[src/rtl/if_id_skid_reg.sv]
// IF->ID pipeline register with a valid/ready handshake and a DEPTH-entry skid FIFO.
// Default/Block/Bubble control: Block holds the head, Bubble discards every entry.
module if_id_skid_reg #(
    parameter int unsigned        INST_W     = 32,
    parameter int unsigned        PC_W       = 64,
    parameter int unsigned        DEPTH      = 2,
    parameter logic [INST_W-1:0]  NOP        = 32'h0000_0013,
    parameter logic [PC_W-1:0]    INVALID_PC = '0,
    localparam int unsigned       CNT_W      = $clog2(DEPTH + 1)
) (
    input  logic              clk,
    input  logic              rst,
    input  logic [1:0]        ctrl_signal_i,
    input  logic              in_valid,
    output logic              in_ready,
    input  logic [INST_W-1:0] in_inst,
    input  logic [PC_W-1:0]   in_pc,
    output logic              out_valid,
    input  logic              out_ready,
    output logic [INST_W-1:0] out_inst,
    output logic [PC_W-1:0]   out_pc,
    output logic [CNT_W-1:0]  count,
    output logic              flushed
);

    localparam int unsigned PTR_W = (DEPTH > 1) ? $clog2(DEPTH) : 1;

    logic [INST_W-1:0] r_mem_inst [DEPTH];
    logic [PC_W-1:0]   r_mem_pc   [DEPTH];
    logic [PTR_W-1:0]  r_wp;
    logic [PTR_W-1:0]  r_rp;
    logic [CNT_W-1:0]  r_count;
    logic              r_flushed;

    logic              w_default;
    logic              w_bubble;
    logic              w_full;
    logic              w_push;
    logic              w_pop;
    logic [PTR_W-1:0]  w_wp_nxt;
    logic [PTR_W-1:0]  w_rp_nxt;

    // 2'b11 is reserved and behaves as Bubble, so bit 1 alone marks a flush.
    assign w_default = (ctrl_signal_i == 2'b00);
    assign w_bubble  = ctrl_signal_i[1];
    assign w_full    = (r_count == CNT_W'(DEPTH));

    // Ready comes from registered count only; rst gating keeps both low during reset.
    assign in_ready  = rst & w_default & ~w_full;
    assign out_valid = rst & (r_count != '0) & ~w_bubble;

    // Block keeps out_valid up but freezes the FIFO, so only Default may pop.
    assign w_push = in_valid & in_ready;
    assign w_pop  = out_valid & out_ready & w_default;

    // Pointers wrap explicitly so DEPTH need not be a power of two.
    assign w_wp_nxt = (r_wp == PTR_W'(DEPTH - 1)) ? '0 : r_wp + 1'b1;
    assign w_rp_nxt = (r_rp == PTR_W'(DEPTH - 1)) ? '0 : r_rp + 1'b1;

    always_ff @(posedge clk or negedge rst) begin
        if (!rst) begin
            r_wp      <= '0;
            r_rp      <= '0;
            r_count   <= '0;
            r_flushed <= 1'b0;
        end else if (w_bubble) begin
            r_count   <= '0;
            r_rp      <= r_wp;
            r_flushed <= (r_count != '0) | in_valid;
        end else begin
            r_flushed <= 1'b0;
            if (w_push) begin
                r_wp <= w_wp_nxt;
            end
            if (w_pop) begin
                r_rp <= w_rp_nxt;
            end
            if (w_push && !w_pop) begin
                r_count <= r_count + 1'b1;
            end else if (!w_push && w_pop) begin
                r_count <= r_count - 1'b1;
            end
        end
    end

    always_ff @(posedge clk) begin
        if (w_push) begin
            r_mem_inst[r_wp] <= in_inst;
            r_mem_pc[r_wp]   <= in_pc;
        end
    end

    assign out_inst = out_valid ? r_mem_inst[r_rp] : NOP;
    assign out_pc   = out_valid ? r_mem_pc[r_rp]   : INVALID_PC;
    assign count    = r_count;
    assign flushed  = r_flushed;

endmodule

[config.mk]
export PLATFORM = sky130hd
export DESIGN_NAME = if_id_skid_reg
export DESIGN_NICKNAME = d
export VERILOG_FILES = /design/src/rtl/if_id_skid_reg.sv
export SDC_FILE = /design/constraint.sdc
export NUM_CORES = 1
export LEC_CHECK = 0
export BUFFER_PORTS_ARGS = -buffer_cell sky130_fd_sc_hd__buf_2
export CAP_MARGIN = 40
export CORE_MARGIN = 2
export CORE_UTILIZATION = 49
export CTS_BUF_LIST = sky130_fd_sc_hd__clkbuf_8
export DETAILED_ROUTE_END_ITERATION = 7
export GPL_ROUTABILITY_DRIVEN = 0
export GPL_TIMING_DRIVEN = 0
export PLACE_DENSITY_LB_ADDON = 0.1
export SYNTH_ARGS = -nofsm -noshare
export SYNTH_HDL_FRONTEND = slang
export SYNTH_SLANG_ARGS = --single-unit
export TNS_END_PERCENT = 100
[constraint.sdc]
create_clock -name clk -period 5.6 [get_ports clk]
set_clock_uncertainty 0.05 [all_clocks]
set_input_delay 0.84 -clock clk [delete_from_list [all_inputs] [get_ports clk]]
set_output_delay 0.84 -clock clk [all_outputs]
set_load 0.01 [all_outputs]
# Yosys cells after proc, flatten, opt, wreduce, memory -nomap -nowiden
# Memory sizes are Yosys's and may differ from the RTL's.
# Cells that the tools add are included.
totals:
  mem_count: 2
  mem_bits_rw: 192
  ff_bits: 5
  output_inout_bits: 101
memory_table:
  columns: ["name", "words", "word_bits", "read_ports", "rd_ports_with_merged_regs", "write_ports", "line_no", "rtl"]
  rows:
  - ["r_mem_pc", 2, 64, 1, 0, 1, "29", "logic [PC_W-1:0] r_mem_pc [DEPTH];"]
  - ["r_mem_inst", 2, 32, 1, 0, 1, "28", "logic [INST_W-1:0] r_mem_inst [DEPTH];"]
classes:
  n_eq_ne: 1
  n_reduce_logical: 9
  mux: 12
  addsub: 4
  bitwise_logic: 10
ops:
  columns: ["operator", "n"]
  rows:
  - ["64-bit 2-to-1 mux", 1]
  - ["32-bit 2-to-1 mux", 1]
  - ["1-bit AND", 7]
  - ["1-bit 2-to-1 mux", 7]
  - ["2-bit 2-to-1 mux", 3]
  - ["2-bit nonzero test", 2]
  - ["3-bit nonzero test", 1]
  - ["1-bit adder, second input constant", 2]
  - ["2-bit by 1-bit adder with 2-bit output, second input constant", 1]
  - ["2-bit == test, second input constant", 1]
  - ["1-bit logical AND", 2]
  - ["1-bit zero test", 2]
  - ["2-bit zero test", 1]
  - ["1-bit NOT", 2]
  - ["2-bit AND reduction", 1]
  - ["2-bit by 1-bit subtractor with 2-bit output, second input constant", 1]
  - ["1-bit bitwise OR", 1]

# Longest topological paths before layout
# Gate-level depths: netlist (run 1).
depth:
  ltp_word: 9
  ltp_mapped: 6
  mapped_depth_nobuf: 4

# Worst setup path after synthesis (run 1)
# OpenSTA, ideal clock, no wires.
synth_path:
  kind: "input to register"
  startpoint: "input port ctrl_signal_i[1]"
  endpoint: "memory r_mem_inst[0][0] (enable)"
  cell_stages: 3
  t_arrival_ns: 5.433
  setup_slack_ns: -0.435
  path_buffers: 0
  required_time_ns: 4.998
  path_cell_list: "nor3b_1 -> nand3_1 -> nor2_1"
synth_between:
  elab_chain_cells: 6
synth_lines:
  columns: ["item", "line_no", "rtl"]
  rows:
  - ["start, declared", "13", "input logic [1:0] ctrl_signal_i,"]
  - ["2-bit zero test", "44", "assign w_default = (ctrl_signal_i == 2'b00);"]
  - ["1-bit AND (2 in series)", "49", "assign in_ready = rst & w_default & ~w_full;"]
  - ["1-bit AND", "53", "assign w_push = in_valid & in_ready;"]
  - ["1-bit 2-to-1 mux", "87", "if (w_push) begin"]
  - ["1-bit 2-to-1 mux (implied by the code)", "88", "r_mem_inst[r_wp] <= in_inst;"]
  - ["end, declared", "28", null]
# No other way between the ends.

# Final worst setup path (run 1)
layout_path:
  startpoint: "register r_rp"
  endpoint: "output port out_inst[14]"
layout_between:
  elab_chain_cells: 2
layout_lines:
  columns: ["item", "line_no", "rtl"]
  rows:
  - ["start, declared", "31", "logic [PTR_W-1:0] r_rp;"]
  - ["start signal, assigned", "68", "r_rp <= r_wp;"]
  - ["start signal, assigned", "76", "r_rp <= w_rp_nxt;"]
  - ["memory 2 x 32 bit", null, null]
  - ["32-bit 2-to-1 mux", "93", "assign out_inst = out_valid ? r_mem_inst[r_rp] : NOP;"]
  - ["end, declared", "20", "output logic [INST_W-1:0] out_inst,"]
# No other way between the ends.

==> results by stage, run 1 <==
Floorplan:
- The starting utilization of the core area is 0.499.
- The die span in x is ~130 um.
- The die covers between 15000 and 20000 um^2.
- The floorplan die height is ~130 um.
- In this run the standard cell core region covers about 16000 um^2.
- In this run the count of I/O pins placed on the die edge is approximately 200.
- The row count is 46.

Final layout:
- The multi-input combinational cells in the finished layout cover a total of around 1800 um^2.
- The proportion of layout cells with a drive suffix above 1 is 0.463.
- Summing all non-filler instances in the final layout gives an area of 9820 um^2.
- From synthesis to final layout, the design area changed by 24.8%.
- The post-layout net count is 772.
- The layout has between 1000 and 1500 filler cells.
- The sequential cells in the finished layout cover a total of between 5000 and 6000 um^2.

Detailed routing:
- The via total after detailed routing is ~4400.
- Summed over all layers, the routed wires come to between 10 and 15 mm.
- After detailed routing, the number of remaining DRC violations is 0.
- The post-detailed-route count of antenna-violating nets is 0.
- The average vias per placed instance is slightly below 5.
- For this run, the detailed router's first-pass iteration total came to 6.
- The iteration-0 DRC count of the detailed router is 157.
- The routed wirelength normalized by instance count is 16.4 um.

Power:
- The power density of the placed cells is approximately 330 nW/um^2.
- The power share of the clock group is 0.311.
- The share of total power in combinational logic is 0.163.
- The overall power after layout is 3.20 mW.
- The leakage power is ~3.8 nW.
- The sequential power share is 0.526.
- The maximum vdd drop is 0.182 mV.
- The internal power of the cells is 2.43 mW.
- The power spent charging and discharging nets is a little under 0.8 mW.
- The switching part of the total is 0.243.

Setup path:
- The critical path startpoint category is a register.
- The setup path with the least slack is of type reg2out.
- In this run the worst path has a maximum fanout of 10.
- The required arrival time at the worst endpoint is about 4700 ps.
- The endpoint type of the worst setup path is an output port.
- By instance count, the cell type seen most on the critical path is buf_2.
- The total buffers and inverters traversed by the critical path is 3.
- The data arrival time at the worst-slack endpoint is around 2200 ps.
- For this design, the slowest cell found on the critical path is buf_1.
- Broken down by cell family, the worst path's largest delay share belongs to buffers and inverters.
- The critical path goes through buf_2 > buf_1 > mux2i_1 > nor2_4 > buf_2.
- The biggest cell delay along the critical path is approximately 660 ps.

STA:
- The number of endpoints failing setup at the final stage is 0.
- After routing, the total negative slack on setup checks comes to 0 ps.
- The number of pins exceeding their max-slew limit in the final report is 0.
- At the pin with the least slew margin, the transition time is approximately 830 ps.
- The worst path needs between 3000 and 4000 ps of the cycle, external delays included.
- The relative slew slack is 0.446.
- Setup repair after global routing left no endpoint under its margin.
- Static timing analysis puts the maximum clock frequency at between 300 and 400 MHz.
- The final count of hold timing violations is 0.
- The final period utilization is 0.557.
- The post-route worst hold slack is 149 ps.

Synth:
- The fraction of the yosys area taken by sequential cells is 0.748.
- The adder-cell area share of the yosys netlist is 0.
- The simple-gate share of the synthesized area is 0.0975.
- For this run, the number of Yosys warnings is 0.
- The area fraction of the dominant cell type after synthesis is 0.733.
- Synthesis inferred between 150 and 200 register bits.
- The top flip-flop cell by instance count after synthesis is edfxtp_1.
- The share of synthesized flip-flops with an asynchronous set or reset is 0.0254.
- The post-synthesis instance area is approximately 7900 um^2.
- In this run, synthesis inferred approximately 190 flip-flops with an integrated enable.
- After synthesis, the largest family of logic cells by area is multiplexers.
- Counting every instance in the synthesized netlist gives around 440.
- The commonest cells after synthesis are 192 x edfxtp_1, 96 x mux2i_1, 36 x nor2_1, 30 x nor2_2, 30 x nor2_4.
- Averaged over all synthesized cells, the footprint is about 18 um^2.
- The library cell occupying the most area in the post-synthesis netlist is edfxtp_1.
- The multiplexer area fraction after synthesis is 0.124.
- By area the synthesized netlist is led by edfxtp_1 73%, mux2i_1 12%, nor2_4 4.3%.
- The net count of the mapped netlist is between 500 and 600.
- The most repeated cell in the gate-level netlist after synthesis is edfxtp_1.
- In this run, distinct cell masters in the synthesized netlist total 31.
- Of the total synthesized cell area, the portion taken by XOR and XNOR cells is 0.00223.
- The compound-gate portion of the synthesized area was 0.00604.

Placed design:
- The number of port buffers is ~200.
- After detailed placement, the total cell area comes to 9370 um^2.
- The estimated wirelength of the detail-placed design is between 10 and 15 mm.

CTS:
- After clock tree synthesis, the repair step resized 0 gates.
- CTS placed an instance of clkbuf_8 at the clock tree root.
- The post-CTS setup buffer count is 0.
- The number of clock sinks is around 200.
- The clock latency reported for the late side of the worst-skew pair is 450 ps.
- In this run, post-CTS hold repair placed 0 buffers.
- The largest buffer count on any clock path is 2.
- The number of clock buffers inserted by TritonCTS is 17.
- The TritonCTS clock tree is built.
- The H-tree was split into 4 levels.
- The clock transition at the registers of the reported paths is ~90 ps.

Hold path:
- The class of the tightest hold or removal check is in2async.

GRT:
- The global-route usage over all layers is 0.173.
- Entering global routing, the biggest net connects 28 pins.
- The initial antenna violation count is 2.
- The via count of the first global-routing pass is 4342.
- Global routing finished with a remaining overflow of 0.
- The wire length of the first global-routing pass is about 22 mm.

Job:
- Across the run, the number of max-cap violations was 0.

Outcome:
- The flow ran to the end, and the final reports show no timing, DRC or antenna violations.
cells in the final DEF, fill, tap and decap left out, drive strengths merged, types with 4 or more instances in the layout:
| cell type | instances |
|---|---|
| nor2 | 96 |
| buf | 227 |
| nand2 | 7 |
| clkbuf | 22 |
| inv | 6 |
| clkinv | 4 |
| edfxtp | 192 |
| dfrtp | 5 |
| mux2i | 96 |
| bufinv | 5 |
path summary, 6_finish.rpt:
check / from / end / slack (ps) / cells after the start
min: rst / flushed$_DFF_PN0_ / 150 / 1
max: r_rp$_DFFE_PN0P_ / out_inst[14] / 2480 / 5
max reg2reg: count[1]$_DFFE_PN0P_ / r_mem_pc[1][5]$_DFFE_PP_ / 3300 / 5
min in group clk: in_pc[62] / r_mem_pc[1][62]$_DFFE_PP_ / 520 / 1
min reg2reg: r_wp$_DFFE_PN0P_ / r_wp$_DFFE_PN0P_ / 550 / 1
max in group asynchronous: rst / count[1]$_DFFE_PN0P_ / 5190 / 1
cell families (layout without fill, tap and decap cells):
family,count (synthesis),count (layout)
flops,197,197
mux,97,97
other cells,0,1
simple gates,114,114
xor+xnor,2,2
compound gates,7,7
buf+inv,24,265
layer usage:
layer,global-route usage,part of all wire,vias up,wire length (um)
met5,0,0.0010,-,15
met4,0.0638,0.016,2,233
met3,0.0672,0.081,17,1200
met2,0.295,0.50,139,7450
met1,0.198,0.40,2104,5870
li1,-,-,2099,-
registers in the layout (all words and copies together), names as in the netlist:
name        flops
flushed         1
r_wp            1
r_rp            1
r_mem_inst     64
r_mem_pc      128
count           2
power groups by stage:
stage | Sequential [mW] | Combinational [mW] | Clock (mW)
after floorplan | 1.72 | 0.384 | 0
after global placement | 1.73 | 0.500 | 0
after detailed placement | 1.72 | 0.530 | 0
after CTS | 1.69 | 0.531 | 1.02
after global routing | 1.69 | 0.564 | 1.08
final | 1.69 | 0.521 | 0.997
metrics by stage:
| stage | worst slack (ps) | util | instances |
|---|---|---|---|
| 4_1_cts | 2410 | 0.622 | 898 |
| 3_5_place_dp | 2320 | 0.594 | 867 |
| 2_1_floorplan | -435 | - | 441 |
| 3_3_place_gp | -3020 | 0.580 | 859 |
| 5_1_grt | 2330 | 0.622 | 898 |
| 6_report | 2480 | 0.623 | 899 |
area by class of cell:
cell class / count / share of cell area
Antenna cell: 1 / 0.000255
Inverter: 2 / 0.000765
Tap cell: 216 / 0.0275
Timing Repair Buffer: 210 / 0.124
Multi-Input combinational cell: 220 / 0.185
Sequential cell: 197 / 0.600
Clock buffer: 17 / 0.0238
Clock inverter: 14 / 0.0214
Buffer: 22 / 0.0171
(Power assumes the default switching activity.)
==> inputs of run 2 (changes only) <==
--- a/config.mk
+++ b/config.mk
@@ -8,7 +8,7 @@
 export BUFFER_PORTS_ARGS = -buffer_cell sky130_fd_sc_hd__buf_2
 export CAP_MARGIN = 40
 export CORE_MARGIN = 2
-export CORE_UTILIZATION = 49
+export CORE_UTILIZATION = 55
 export CTS_BUF_LIST = sky130_fd_sc_hd__clkbuf_8
 export DETAILED_ROUTE_END_ITERATION = 7
 export GPL_ROUTABILITY_DRIVEN = 0
==> constraint.sdc (replaced) <==
create_clock -name clk -period 3.1 [get_ports clk]
set_clock_uncertainty 0.05 [all_clocks]
set_input_delay 0.465 -clock clk [delete_from_list [all_inputs] [get_ports clk]]
set_output_delay 0.465 -clock clk [all_outputs]
set_load 0.01 [all_outputs]
==> results by stage, run 2 (synthesis gave the netlist of run 1 again) <==
Detailed routing:
- In this run, the number of DRC markers left after iteration 0 of detailed routing was 220.
- The count of nets left with antenna violations once routing finished came out at 0.
- After detailed routing, the average wire length per cell comes to 16.7 um.
- For this run, design rule violations remaining after detail routing come to 0.
- The final wirelength is 14.5 mm.
- The final route contains about 4400 vias.
- The length of the first detailed-routing pass in iterations is 4.
- Dividing the detail-routed via count by the number of cells gives 5.07.

Floorplan:
- The row count is 43.
- The die footprint is 15300 um^2.
- The number of top-level pins is roughly 200.
- The core region is about 14000 um^2.
- The die is between 100 and 150 um wide.
- For this configuration, the core starts out at a cell density of 0.565.
- The die is around 120 um tall.

STA:
- Setup violations remaining at the end of the flow were counted as 0.
- Final hold analysis gives a worst-case slack of about 140 ps.
- Measured against its own limit, the worst slew margin works out to 0.489.
- Counting I/O delays and the setup requirement, the final critical path takes approximately 2800 ps.
- Derived from the worst setup path, the maximum achievable clock frequency is around 350 MHz.
- Setup repair after global routing left no endpoint under its margin.
- The final count of hold timing violations is 0.
- The actual slew at the worst max-slew pin is 767 ps.
- The number of pins exceeding their max-slew limit in the final report is 0.
- The final period utilization is 0.912.

Setup path:
- The path length in cells of the critical path is 8.
- The number of buffers and inverters on the critical path is 6.
- In this run the worst path has a maximum fanout of 10.
- The worst register-to-register path has a setup slack of around 1100 ps.
- The worst register-to-register path ends at r_mem_pc[0][51]$_DFFE_PP_.
- Broken down by cell family, the worst path's largest delay share belongs to buffers and inverters.
- The classification of the worst setup path is in2out.
- The worst register-to-register path has a depth of 5.
- The reg-to-reg startpoint is count[1]$_DFFE_PN0P_.
- The critical path starts at rst.
- The biggest cell delay along the critical path is around 520 ps.
- Walking the worst path, the cells encountered are dlygate4sd3_1 > buf_2 > or3b_1 > clkbuf_1 > buf_6 > buf_6 > nor2_2 > buf_2.
- In this run the worst setup path terminates at out_pc[36].
- The standard cell with the maximum stage delay on the critical path is dlygate4sd3_1.
- The worst setup path is captured at an output port.
- For the worst setup path, the data required time is ~2600 ps.
- The worst setup path is launched from a primary input.
- At the worst endpoint, the arrival time is around 2300 ps.

Power:
- The switching part of the total is 0.259.
- The power density of the placed cells is roughly 560 nW/um^2.
- The maximum vdd drop is about 0.4 mV.
- The sequential power share is 0.569.
- The overall power after layout is around 5.4 mW.
- Of the total power, the clock network draws 0.257.
- For this design the total switching power over the nets is 1.39 mW.
- Of the total power, combinational logic draws 0.175.
- The internal power of the cells is between 3 and 4 mW.
- The analysis attributes to cell leakage a power of 3.76 nW.

Final layout:
- The library cell used most frequently in the layout, excluding fill and tap cells, is buf_2.
- The final core utilization is 0.692.
- The register with the most flip-flops in the layout has around 130 of them.
- The post-layout net count is approximately 800.
- The proportion of layout cells with a drive suffix above 1 is 0.465.
- The relative area change from synthesis to final layout is 22.5%.
- The top cell types in the final layout, fill and taps aside, are 207 x buf_2, 192 x edfxtp_1, 96 x mux2i_1.
- The register with the most flip-flops in the final layout is r_mem_pc.

Placed design:
- The estimated wirelength of the detail-placed design is around 10 mm.
- Buffers placed on the I/O ports in this run total about 200.

Job:
- The tool flagged a number of max-cap violations equal to 0.

CTS:
- The number of clock sinks is 197.
- The clock reaches the later pin of the worst-skew pair after between 400 and 500 ps.
- TritonCTS built the clock tree.
- The H-tree depth reported by CTS is 4.
- The clock passes through at most 2 buffers.
- In this run the clock root is driven by a clkbuf_8.
- In this run, CTS created clock tree buffers numbering 17.
- The clock transition at the registers of the reported paths is about 90 ps.

GRT:
- The largest net degree at the start of global routing is 31.
- The via count of the first global-routing pass is about 4400.
- The initial antenna violation count is 1.
- For this run, the total global-route usage over all layers was measured as 0.194.
- Summed over all layers, the global routing overflow is 0.
- The wire length of the first global-routing pass is approximately 22 mm.

Hold path:
- The class of the tightest hold or removal check is in2reg.

Outcome:
- The run finished with clean final reports.
==> run 2: changes by cell type in the layout (fill, tap and decap cells not counted), moves of 4 or more <==
cell / before / now
buf_4: 0 / 6
clkinv_2: 2 / 6
buf_16: 6 / 2
bufinv_16: 5 / 0
==> run 2: what timing repair did <==
item                                    in CTS  in global routing
endpoints found under the setup margin       0                 60
hold buffers                                 1                  0
endpoints found under the hold margin        5                  0
resized for setup                            0                  0
buffers inserted                             0                  6
==> run 2: worst min path at each step <==
| stage | depth (start not counted) | slack, ps | endpoint | startpoint |
|---|---|---|---|---|
| after CTS | 1 | 110 | r_mem_pc[0][8]$_DFFE_PP_ | in_pc[8] |
| final | 1 | 140 | r_mem_pc[1][25]$_DFFE_PP_ | in_pc[25] |
| after global routing | 1 | 100 | r_mem_pc[0][9]$_DFFE_PP_ | in_pc[9] |
| after detailed placement | 1 | 250 | flushed$_DFF_PN0_ | rst |
| after floorplan | 0 | 120 | count[0]$_DFFE_PN0P_ | rst |
| after global placement | 1 | 250 | flushed$_DFF_PN0_ | rst |
==> run 2: layout make-up <==
class	instances	area, um^2
plain buffers	22	168
diodes	1	2.50
flip-flops and latches	197	5890
repair buffers	215	1200
well taps	180	225
multi-input cells	220	1820
inverters	2	7.51
clock buffers	17	234
fillers	992	4290
clock inverters	15	92.6
==> run 2: worst reg2reg max path: stages (launching register included) <==
cell and delay (ps):
dfrtp_1 490, or2b_1 240, nand3_1 250, nor2_4 290
buf_16 210, buf_12 220
==> run 2: metal layers <==
| metal | GRT usage | share of wire | up-vias |
|---|---|---|---|
| met5 | 0 | 0.0011 | - |
| met4 | 0.0888 | 0.025 | 2 |
| met3 | 0.0760 | 0.082 | 27 |
| met2 | 0.316 | 0.50 | 150 |
| met1 | 0.229 | 0.39 | 2114 |
| li1 | - | - | 2110 |
==> run 2: metrics by stage <==
stage                     cell area [um^2]  setup WS, ps  instances  TNS, ps
after floorplan                       7880          -972        441  -186630
final                                 9640           272        869        0
after detailed placement              9260           108        829        0
after global routing                  9640           138        868        0
after global placement                9110         -2610        823  -499500
after CTS                             9590          53.2        862        0
==> run 2: power by group through the flow <==
stage / Clock (mW) / Sequential [mW] / Combinational [mW]
after global placement: 0 / 3.11 / 0.898
after CTS: 1.42 / 3.04 / 0.947
after global routing: 1.52 / 3.05 / 1.02
after floorplan: 0 / 3.11 / 0.695
final: 1.37 / 3.04 / 0.934
after detailed placement: 0 / 3.11 / 0.942
==> inputs of run 3 (changes only) <==
--- a/config.mk
+++ b/config.mk
@@ -5,6 +5,7 @@
 export SDC_FILE = /design/constraint.sdc
 export NUM_CORES = 1
 export LEC_CHECK = 0
+export ABC_AREA = 1
 export BUFFER_PORTS_ARGS = -buffer_cell sky130_fd_sc_hd__buf_2
 export CAP_MARGIN = 40
 export CORE_MARGIN = 2
@@ -14,6 +15,7 @@
 export GPL_ROUTABILITY_DRIVEN = 0
 export GPL_TIMING_DRIVEN = 0
 export PLACE_DENSITY_LB_ADDON = 0.1
+export RECOVER_POWER = 25
 export SYNTH_ARGS = -nofsm -noshare
 export SYNTH_HDL_FRONTEND = slang
 export SYNTH_SLANG_ARGS = --single-unit
==> results by stage, run 3 <==
Outcome:
- The run finished with clean final reports.

Job:
- The total of max-cap violations is 0.

Hold path:
- The origin of the worst min-delay path is in_pc[44].
- The count of cells along the worst hold path is 1.
- The tightest min-delay check is of the in2reg type.
- The sink of the worst hold path is r_mem_pc[0][44]$_DFFE_PP_.

Setup path:
- The count of cells along the worst register-to-register path is 6.
- The worst setup path is launched from a primary input.
- The reg-to-reg startpoint is count[0]$_DFFE_PN0P_.
- The end of the worst register-to-register path is r_mem_pc[0][58]$_DFFE_PP_.
- The endpoint type of the worst setup path is an output port.
- The worst-path maximum fanout is 10.
- For the worst setup path, the data required time is about 2600 ps.
- At the worst endpoint, the arrival time is roughly 2300 ps.
- The critical path is of the in2out type.
- The slack of the worst reg-to-reg path is around 700 ps.

Detailed routing:
- The first TritonRoute pass finished after 5 iterations.
- In the routed design, unresolved DRC markers number 0.
- After detailed routing, the average wire length per cell comes to approximately 16 um.
- The post-detailed-route count of antenna-violating nets is 0.
- For this block, the routed nets add up to about 16 mm of wire.
- The iteration-0 DRC count of the detailed router is 329.
- In the routed layout, each cell is associated on average with a via count of ~5.1.
- The final route contains 5041 vias.

CTS:
- Once the clock tree was built, the resizer swapped 0 gates to a different size.
- The cell sitting at the root of the clock tree is a clkbuf_8.
- The number of clock buffers inserted by TritonCTS is 17.
- TritonCTS built the clock tree.
- The clock passes through at most 2 buffers.
- Clock-pin slew was measured on the worst setup and hold paths at roughly 90 ps.
- The H-tree depth reported by CTS is 4.
- The number of setup buffers added after CTS is 0.
- The clock net in this run drives a total of ~200 sinks.
- The count of hold-fix buffers inserted at cts is 1.
- The clock latency reported for the late side of the worst-skew pair is between 400 and 500 ps.

Final layout:
- For this run, the share of the core covered by cells in the final layout is 0.686.
- The library cell used most frequently in the layout, excluding fill and tap cells, is nand2_1.
- r_mem_pc holds more flip-flops than any other register.
- In the final layout, the share of cells above drive strength 1 is 0.386.
- The number of fill cells in the layout is between 900 and 1000.
- Compared with the post-synthesis result, the final layout area differs by 22.7%.
- The count of inserted antenna diode cells is 0.
- Leaving out fill and tap cells, the most frequent cells in the layout are 204 x nand2_1, 192 x edfxtp_1, 188 x buf_2.
- The final layout contains ~890 nets.
- The flip-flop count of the largest register, all copies and words added is 128.

Floorplan:
- For this configuration, the core starts out at a cell density of 0.559.
- After floorplanning, the core was sized to cover approximately 14000 um^2.
- The floorplan step set the die width to between 100 and 150 um.
- The die footprint is about 15000 um^2.
- The number of top-level pins is roughly 200.
- The row count is 43.
- In this run the vertical extent of the chip is around 120 um.

Synth:
- The net count of the mapped netlist is 661.
- In the synthesized netlist the dominant register cell turns out to be edfxtp_1.
- The average cell area after synthesis is about 14 um^2.
- The count of yosys warnings during synthesis is 0.
- The library cell occupying the most area in the post-synthesis netlist is edfxtp_1.
- Yosys mapped a number of flops with a built-in enable equal to roughly 190.
- The count of different cell masters after synthesis is 18.
- For this run, asynchronously set or reset flops after synthesis account for 0.0254.
- In this run, synthesis produced a sequential element count of 197.
- The most repeated cell in the gate-level netlist after synthesis is nand2_1.
- For this run, the register share of the synthesized area comes to 0.762.
- The area fraction of the dominant cell type after synthesis is 0.746.
- In this run the cell area of the synthesized design comes to 7730 um^2.
- By count the netlist is led by 204 x nand2_1, 192 x edfxtp_1, 70 x a21oi_2, 25 x a21oi_1, 19 x clkbuf_1.
- In the synthesized netlist, the number of instances is around 560.
- Sorting the synthesized cells by area gives the leading types as edfxtp_1 75%, nand2_1 9.9%, a21oi_2 7.9%.

GRT:
- The residual overflow from global routing is 0.
- The largest net degree at the start of global routing is 30.
- The via count of the first global-routing pass came to 4955.
- The initial antenna violation count is 0.
- The global-route usage over all layers is 0.222.
- The wire length of the first global-routing pass is 24.7 mm.

Power:
- Summed over all cells, the static leakage comes to approximately 3.7 nW.
- Across the VDD grid, the largest voltage drop is between 0.3 and 0.4 mV.
- The power density of the placed cells is 635 nW/um^2.
- The overall power after layout is 6.03 mW.

STA:
- The worst pin sits at a relative slew slack of 0.539.
- The final count of hold timing violations is 0.
- Setup repair after global routing left no endpoint under its margin.
- The number of endpoints failing setup at the final stage is 0.
- The achievable frequency is around 350 MHz.
- The worst path in the final design needs a cycle of about 2800 ps, including I/O delays and setup.
- The number of pins exceeding their max-slew limit in the final report is 0.
- Dividing the final minimum period by the clock period gives 0.917.
- At the pin with the least slew margin, the transition time is about 690 ps.

Placed design:
- The estimated wirelength of the detail-placed design is approximately 11 mm.
- The number of port buffers is slightly above 200.
-- run 3: final cells by class --
cell class | instances | area (um^2) | share of cell area
buffer | 31 | 180 | 0.0190
clock buffer | 17 | 234 | 0.0247
clock inverter | 15 | 163 | 0.0171
inverter | 10 | 37.5 | 0.00396
multi-input combinational | 321 | 1640 | 0.173
sequential | 197 | 5890 | 0.621
tap | 180 | 225 | 0.0237
timing repair buffer | 209 | 1120 | 0.118
-- run 3: per-stage QoR --
stage          hold slack, ps  instance area (um^2)  setup TNS, ps  std cells  worst slack [ps]
2_1_floorplan             119                  7740        -137220        559              -715
3_3_place_gp              253                  8970        -431200        941             -2260
6_report                  136                  9490              0        980               257
4_1_cts                   108                  9510              0        980               192
5_1_grt                   104                  9490              0        980              34.2
3_5_place_dp              260                  9100              0        947               461
-- run 3: cell families after synthesis --
kind of cell              after synthesis  share of synthesized area
AOI/OAI and AO/OA                      96                     0.0961
xor gates and xnor gates                1                    0.00113
buffers and inverters                  41                     0.0282
DFF                                   197                      0.762
and+or+nand+nor                       224                      0.113
-- run 3: worst max-delay path by stage --
stage / startpoint / to / slack, ps / cells past startpoint
floorplan: ctrl_signal_i[1] / r_mem_inst[1][0]$_DFFE_PP_ / -710 / 3
global placement: ctrl_signal_i[1] / r_mem_pc[0][44]$_DFFE_PP_ / -2260 / 4
detailed placement: ctrl_signal_i[1] / r_mem_pc[0][58]$_DFFE_PP_ / 460 / 6
CTS: r_rp$_DFFE_PN0P_ / out_pc[17] / 190 / 7
global route: r_rp$_DFFE_PN0P_ / out_pc[16] / 30 / 7
finish: rst / out_pc[61] / 260 / 8
-- run 3: power by group --
group / total [mW] / leakage [nW] / internal (mW) / switching (mW)
sequential: 3.07 / 1.79 / 3.03 / 0.0362
clock: 1.64 / 0.202 / 0.788 / 0.856
combinational: 1.32 / 1.68 / 0.391 / 0.926
total: 6.03 / 3.67 / 4.21 / 1.82
-- run 3: routing by layer --
metal,GRT usage,share of wire,vias to the layer above,wire length (um)
li1,-,-,2417,-
met1,0.265,0.39,2407,6270
met4,0.0812,0.020,0,331
met5,0,0,-,0
met3,0.0711,0.078,28,1260
met2,0.380,0.51,189,8290
-- run 3: worst max-delay path, cell delays in order --
cell	delay, ps
dlygate4sd3_1	520
buf_2	200
inv_1	100
nor3_4	270
inv_2	110
clkbuf_1	250
a21oi_1	240
buf_2	170
